==> src/rtl/ws_frame_streamer_if.sv <==
// Pixel-write, frame-control and encoder-handshake signals of ws_frame_streamer.
// The sequencer connects through the slave modport; the driver/encoder side uses master.
interface ws_frame_streamer_if #(
    parameter int LED_NUM = 8
);
    localparam int AW = (LED_NUM > 1) ? $clog2(LED_NUM) : 1;

    logic          wr_en;
    logic [AW-1:0] wr_addr;
    logic [23:0]   wr_data;
    logic          frame_start;
    logic          tx_done;
    logic          tx_en;
    logic [23:0]   RGB;
    logic          busy;
    logic          frame_done;

    modport master (
        output wr_en, wr_addr, wr_data, frame_start, tx_done,
        input  tx_en, RGB, busy, frame_done
    );

    modport slave (
        input  wr_en, wr_addr, wr_data, frame_start, tx_done,
        output tx_en, RGB, busy, frame_done
    );
endinterface

==> src/rtl/ws_frame_streamer.sv <==
// Streams a pixel RAM to a WS281x bit encoder one 24-bit word at a time, then holds the latch gap.
// Optional macro WS_AUTO_REFRESH_EN restarts a frame automatically after every frame_done.
module ws_frame_streamer #(
    parameter int LED_NUM     = 8,
    parameter int CLK_FREQ_HZ = 50_000_000,
    parameter int LATCH_US    = 300
) (
    input logic              clk,
    input logic              rst,
    ws_frame_streamer_if.slave bus
);
    localparam int AW        = (LED_NUM > 1) ? $clog2(LED_NUM) : 1;
    localparam int LATCH_CYC = CLK_FREQ_HZ / 1_000_000 * LATCH_US;
    localparam int LCYC      = (LATCH_CYC < 1) ? 1 : LATCH_CYC;
    localparam int CW        = $clog2(LCYC + 1);

    localparam logic [AW:0]   LED_LIM  = (AW + 1)'(LED_NUM);
    localparam logic [AW-1:0] LAST_IDX = AW'(LED_NUM - 1);
    localparam logic [CW-1:0] LAST_CNT = CW'(LCYC - 1);

    typedef enum logic [2:0] {
        IDLE,
        FETCH,
        SEND,
        WAIT,
        LATCH
    } state_t;

    state_t        state, state_nxt;
    logic [23:0]   mem [LED_NUM];
    logic [AW-1:0] idx;
    logic [CW-1:0] lcnt;
    logic [23:0]   rgb_q;
    logic          fd_q;
    logic          tx_en_c;
    logic          start_c;
    logic          latch_end;

    // Pixel RAM: no reset so contents survive rst; writes accepted in every state.
    always_ff @(posedge clk) begin
        if (bus.wr_en && ({1'b0, bus.wr_addr} < LED_LIM))
            mem[bus.wr_addr] <= bus.wr_data;
    end

    assign latch_end = (state == LATCH) && (lcnt == LAST_CNT);

`ifdef WS_AUTO_REFRESH_EN
    assign start_c = bus.frame_start || fd_q;
`else
    assign start_c = bus.frame_start;
`endif

    always_ff @(posedge clk or posedge rst) begin
        if (rst) state <= IDLE;
        else     state <= state_nxt;
    end

    always_comb begin
        state_nxt = state;
        tx_en_c   = 1'b0;
        case (state)
            IDLE:  if (start_c) state_nxt = FETCH;
            FETCH: state_nxt = SEND;
            SEND: begin
                tx_en_c   = 1'b1;
                state_nxt = WAIT;
            end
            WAIT:  if (bus.tx_done) state_nxt = (idx == LAST_IDX) ? LATCH : FETCH;
            LATCH: if (latch_end) state_nxt = IDLE;
            default: state_nxt = IDLE;
        endcase
    end

    // RAM read sits in the FETCH register stage, so a same-cycle write is seen only next frame.
    always_ff @(posedge clk or posedge rst) begin
        if (rst) begin
            idx   <= '0;
            lcnt  <= '0;
            rgb_q <= '0;
            fd_q  <= 1'b0;
        end else begin
            if (state == IDLE)
                idx <= '0;
            else if (state == WAIT && bus.tx_done && idx != LAST_IDX)
                idx <= idx + AW'(1);

            if (state == LATCH && !latch_end) lcnt <= lcnt + CW'(1);
            else                              lcnt <= '0;

            if (state == FETCH) rgb_q <= mem[idx];

            fd_q <= latch_end;
        end
    end

    assign bus.tx_en      = tx_en_c;
    assign bus.RGB        = rgb_q;
    assign bus.busy       = (state != IDLE);
    assign bus.frame_done = fd_q;
endmodule

==> src/flat_wrapper.sv <==
// flat-port wrapper written by rule: the top's interface ports become plain ports
module ws_frame_streamer_flat 
#(
    parameter int LED_NUM     = 8,
    parameter int CLK_FREQ_HZ = 50_000_000,
    parameter int LATCH_US    = 300
)
  (clk, rst, bus_wr_en, bus_wr_addr, bus_wr_data, bus_frame_start, bus_tx_done, bus_tx_en, bus_RGB, bus_busy, bus_frame_done);
  ws_frame_streamer_if #(.LED_NUM(LED_NUM)) bus_i ();
  input logic clk;
  input logic rst;
  input wire logic [$bits(bus_i.wr_en)-1:0] bus_wr_en;
  input wire logic [$bits(bus_i.wr_addr)-1:0] bus_wr_addr;
  input wire logic [$bits(bus_i.wr_data)-1:0] bus_wr_data;
  input wire logic [$bits(bus_i.frame_start)-1:0] bus_frame_start;
  input wire logic [$bits(bus_i.tx_done)-1:0] bus_tx_done;
  output wire logic [$bits(bus_i.tx_en)-1:0] bus_tx_en;
  output wire logic [$bits(bus_i.RGB)-1:0] bus_RGB;
  output wire logic [$bits(bus_i.busy)-1:0] bus_busy;
  output wire logic [$bits(bus_i.frame_done)-1:0] bus_frame_done;
  assign bus_i.wr_en = bus_wr_en;
  assign bus_i.wr_addr = bus_wr_addr;
  assign bus_i.wr_data = bus_wr_data;
  assign bus_i.frame_start = bus_frame_start;
  assign bus_i.tx_done = bus_tx_done;
  assign bus_tx_en = bus_i.tx_en;
  assign bus_RGB = bus_i.RGB;
  assign bus_busy = bus_i.busy;
  assign bus_frame_done = bus_i.frame_done;
  ws_frame_streamer #(.LED_NUM(LED_NUM), .CLK_FREQ_HZ(CLK_FREQ_HZ), .LATCH_US(LATCH_US)) u_core (.clk(clk), .rst(rst), .bus(bus_i));
endmodule
==> config.mk <==
export PLATFORM = sky130hd
export DESIGN_NAME = ws_frame_streamer_flat
export DESIGN_NICKNAME = d
export VERILOG_FILES = /design/src/rtl/ws_frame_streamer_if.sv /design/src/rtl/ws_frame_streamer.sv /design/src/flat_wrapper.sv
export SDC_FILE = /design/constraint.sdc
export NUM_CORES = 1
export LEC_CHECK = 0
export CORE_UTILIZATION = 53
export DETAILED_ROUTE_END_ITERATION = 8
export GPL_ROUTABILITY_DRIVEN = 0
export PLACE_DENSITY = 0.75
export SYNTH_ARGS = -nofsm -noshare
export SYNTH_HDL_FRONTEND = slang
export SYNTH_SLANG_ARGS = --single-unit
==> constraint.sdc <==
create_clock -name clk -period 1.45 [get_ports clk]
set_input_delay 0.145 -clock clk [delete_from_list [all_inputs] [get_ports clk]]
set_output_delay 0.145 -clock clk [all_outputs]
set_load 0.05 [all_outputs]
After elaboration in Yosys (flattened, before gate mapping) --
Memory sizes are Yosys's and may differ from the RTL's. A register that Yosys moved wholly into a read port is not among the register bits. Index checks and enable logic that the tools add are counted.
Cells by class: add/subtract/negate cells 2, equality and inequality tests 10, muxes and demuxes 11, reductions and logical operators 9
Operator list (count):
- 3-bit 2-to-1 mux | 6
- 3-bit one-hot mux with 5 select lines | 1
- 14-bit by 1-bit adder with 14-bit output (second input constant) | 1
- 14-bit == test (second input constant) | 1
- 14-bit 2-to-1 mux | 1
- 3-bit by 2-bit == test with 1-bit output (second input constant) | 2
- 3-bit == test (second input constant) | 2
- 1-bit logical AND | 4
- 2-bit inequality test (second input constant) | 2
- 3-bit by 1-bit adder with 3-bit output (second input constant) | 1
- 3-bit by 1-bit == test with 1-bit output (second input constant) | 1
- 3-bit zero test | 1
- 1-bit 2-to-1 mux | 3
- 3-bit inequality test (second input constant) | 1
- 3-bit AND reduction | 1
- 3-bit nonzero test | 1
- 2-bit by 1-bit inequality test with 1-bit output (second input constant) | 1
- 2-bit nonzero test | 1
- 1-bit zero test | 1
Storage, ports and cells: bits in registers 21, bits in writable memories 192, input bits 32, logic and storage cells 37, memories 1
Memory list:
- u_core.mem | depth 8, bits a word 24, read ports 1, clocked after memory_dff 1, write ports 1, line ws_frame_streamer.sv:30 | logic [23:0] mem [LED_NUM];

Longest topological paths before layout --
depth in word-level cells 5, depth in mapped cells 6, gate-level depth less buffers 5

Worst setup path before layout --
OpenSTA, ideal clock, no wires.
kind input to register, start point input bus_wr_addr[2], end point memory u_core.mem[0][0] (enable), setup time 0.435 ns, arrival time 1.994 ns, path slack -0.979 ns, stages 2, buffers on the path 0, cell sequence nand2b_1 > nor3_1
RTL lines:
- start, declared | line flat_wrapper.sv:13 | input wire logic [$bits(bus_i.wr_addr)-1:0] bus_wr_addr;
- end, declared | line ws_frame_streamer.sv:30
No word-level cell before the write port.

==> impl_metrics.ini <==
[placement]
hpwl_mm = 10.21
port_buffers = 58

[run_status]
failed_checks = negative setup slack
status = complete, but fails checks

[die]
start_util_pct = 54.76
die_h_um = 133.4
core_um2 = 16700
pin_count = 59
die_x_um = 133.4
die_area_um2 = 17790
rows = 47

[yosys]
yosys_warnings = 0
syn_area_um2 = 9146
yosysMostFrequentCell = edfxtp_1
async_reset_ff_share_pct = 18.99
yosys.area.top_type_share_pct = 63.04
syn-num-nets = 506
synth_cell_type_count = 32
yosysSeqAreaShare_pct = 75.35
syn_avg_cell_area_um2 = 19.42
synthFlopType = edfxtp_1
netlist_instances = 471
yosys.area.top_type = edfxtp_1
synth-edff-count = 192
synthTopCellsByArea = edfxtp_1, dfrtp_1, mux4_2
synth_common_cells = edfxtp_1, nor2_1, dfrtp_1, mux4_2
ys_seq_elements = 237

[layout]
multi_input_area_um2 = 2193
final_layout_size_suffix_gt1_share_pct = 32.13
final_nets = 627
regArea_um2 = 6898
n_antenna_cell = 0
syn_to_final_growth_pct = 24.09
fillers = 1062
utilization_pct = 67.96

[sta]
finalCritPeriodShare_pct = 112.0
hold_violations = 0
fin_skew_ps = 6.251
fmax_mhz = 615.8
drv_slew = 0
finalSetupViolations = 29
fin_ws_ps = -173.9
max_slew_margin_pct = 62.91
period_minus_slack_ps = 1624
worstMarginPinSlew_ps = 556.4
timing.hold.ws_ps = 8.122
rsz0062_at_grt = true

[cts]
cts_tree = yes
clockBufferDepth = 3
h-tree-depth = 1
cts_made_buffers = 24
cts_sinks = 237
cts_hold_buf = 0
clk_latency_ps = 510
clk_pin_slew_ps = 60
root_buffer = clkbuf_16

[setup_path]
worstPathArrival_ps = 2010
cp-end-kind = flop
reg2reg_depth = 5
rrSetupSlack_ps = -170
cp-endpoint = u_core.bus.RGB[11]
crit_type = reg -> reg
reg2reg_to = u_core.bus.RGB[11]
critPathRequiredTime_ps = 1830
startpoint = u_core.idx[1]
reg2reg_from = u_core.idx[1]
cp_max_fo = 9
start_kind = flop

[global_routing]
first_global_vias = 4996
grt_overflow_total = 0
antenna_found_initial = 0
grt_first_pass_wirelength_mm = 28.59
grt_max_degree = 49
grt_usage_pct = 21.65

[drt]
routed_via_density = 5.740
drt_iter0_drc = 321
ant_nets = 0
dr.pass1.iters = 5
routed_wl_mm = 18.22
wl_per_cell_um = 21.95
dr_total_vias = 4764
drc = 0

[run]
cap_viol_max_count = 0

[power]
finalPower_mw = 20.79
ir_drop_mv = 1.117
power_density_nw_per_um2 = 1832
p_leak_nw = 3.950

[hold_path]
min_path_type = in -> async
-- worst min-delay path by stage --
stage | end | slack [ps]
after CTS | u_core.bus.RGB[20] | 20
final | u_core.bus.RGB[0] | 8
after global routing | u_core.bus.RGB[2] | 50
after floorplan | u_core.mem[0][0] | 240
after detailed placement | u_core.bus.RGB[13] | 520
after global placement | u_core.bus.RGB[4] | 510
-- per-layer routing --
metal,track usage [%],part of all wire [%]
met5,0,0
met4,4.987,1.3
met3,3.805,6.4
met2,37.30,51
met1,29.03,41
-- logic make-up (layout without fill, tap and decap cells) --
| logic type | Yosys count | count (layout) | share of synthesized area (%) |
|---|---|---|---|
| AOI/OAI and AO/OA | 27 | 27 | 1.477 |
| xor gates and xnor gates | 12 | 12 | 1.149 |
| adders and majority gates | 3 | 3 | 0.4104 |
| buffers and inverters | 25 | 164 | 1.683 |
| DFF | 237 | 237 | 75.35 |
| muxes | 74 | 74 | 15.12 |
| and+or+nand+nor | 93 | 93 | 4.815 |
-- state kept, by name, indices dropped and copies added, names as in the netlist --
| name | flops |
|---|---|
| u_core.mem | 192 |
| u_core.bus.RGB | 24 |
| u_core.lcnt | 14 |
| u_core.idx | 3 |
| u_core.state | 3 |
| u_core.bus.frame_done | 1 |
-- placed cells by master, fill, tap and decap left out, types with 2 or more instances in the layout --
master           netlist  final
inv_6                  0      2
nor2_1                54     44
dfrtp_1               45     40
nand4_1                6      6
clkdlybuf4s50_1        0     31
ha_4                   0      2
buf_8                  0      4
and4_1                 4      4
nor2_2                 0     10
and2_1                 2      2
nor3b_4                0      2
nor3_4                 0      4
clkbuf_1               8      6
nand2b_1               3      3
inv_1                  3      2
dfrtp_2                0      5
edfxtp_1             192    192
buf_4                  1     57
clkinv_2               0      2
nand3_1                6      5
buf_12                 2     14
xor2_1                10     10
buf_6                  1     10
clkinv_1               0      4
a21oi_1               26     25
clkbuf_8               0      4
mux2i_1               26     25
mux4_2                37     47
clkbuf_16              0     25
nand2_1                9      9
-- layout make-up --
cell class,instances,area share (%)
inverters,3,0.09922
clock inverters,9,0.4410
well taps,220,2.425
flip-flops and latches,237,60.78
repair buffers,117,10.74
clock buffers,35,6.196
multi-input cells,209,19.33
-- report_power, final --
group	switching (mW)	internal, mW	total [mW]
Clock	2.46	3.37	5.83
Sequential	0.391	7.97	8.37
Combinational	3.53	3.07	6.60
-- per-stage QoR --
| stage | TNS, ps | setup WS, ps | area, um2 | cells |
|---|---|---|---|---|
| CTS | -3521 | -181.8 | 11360 | 831 |
| global placement | -20490 | -169.7 | 10290 | 767 |
| floorplan | -37800 | -337.3 | 9204 | 471 |
| global route | -5381 | -274.4 | 11350 | 830 |
| detailed placement | -26290 | -223.4 | 10290 | 767 |
| finish | -3244 | -173.9 | 11350 | 830 |
-- critical path: stages (launching register included) --
cell and delay, ps:
dfrtp_2 400, buf_6 140, buf_12 140, mux4_2 510, mux2i_2 200, a21oi_1 90
-- repair_timing --
action | CTS | global route
setup endpoints to repair | 29 | 45
gates resized for setup | 39 | 16
setup buffers | 18 | 3
gates cloned | 3 | 0
pin swaps | 15 | 12
No activity file was read; power rests on OpenSTA's default activity.
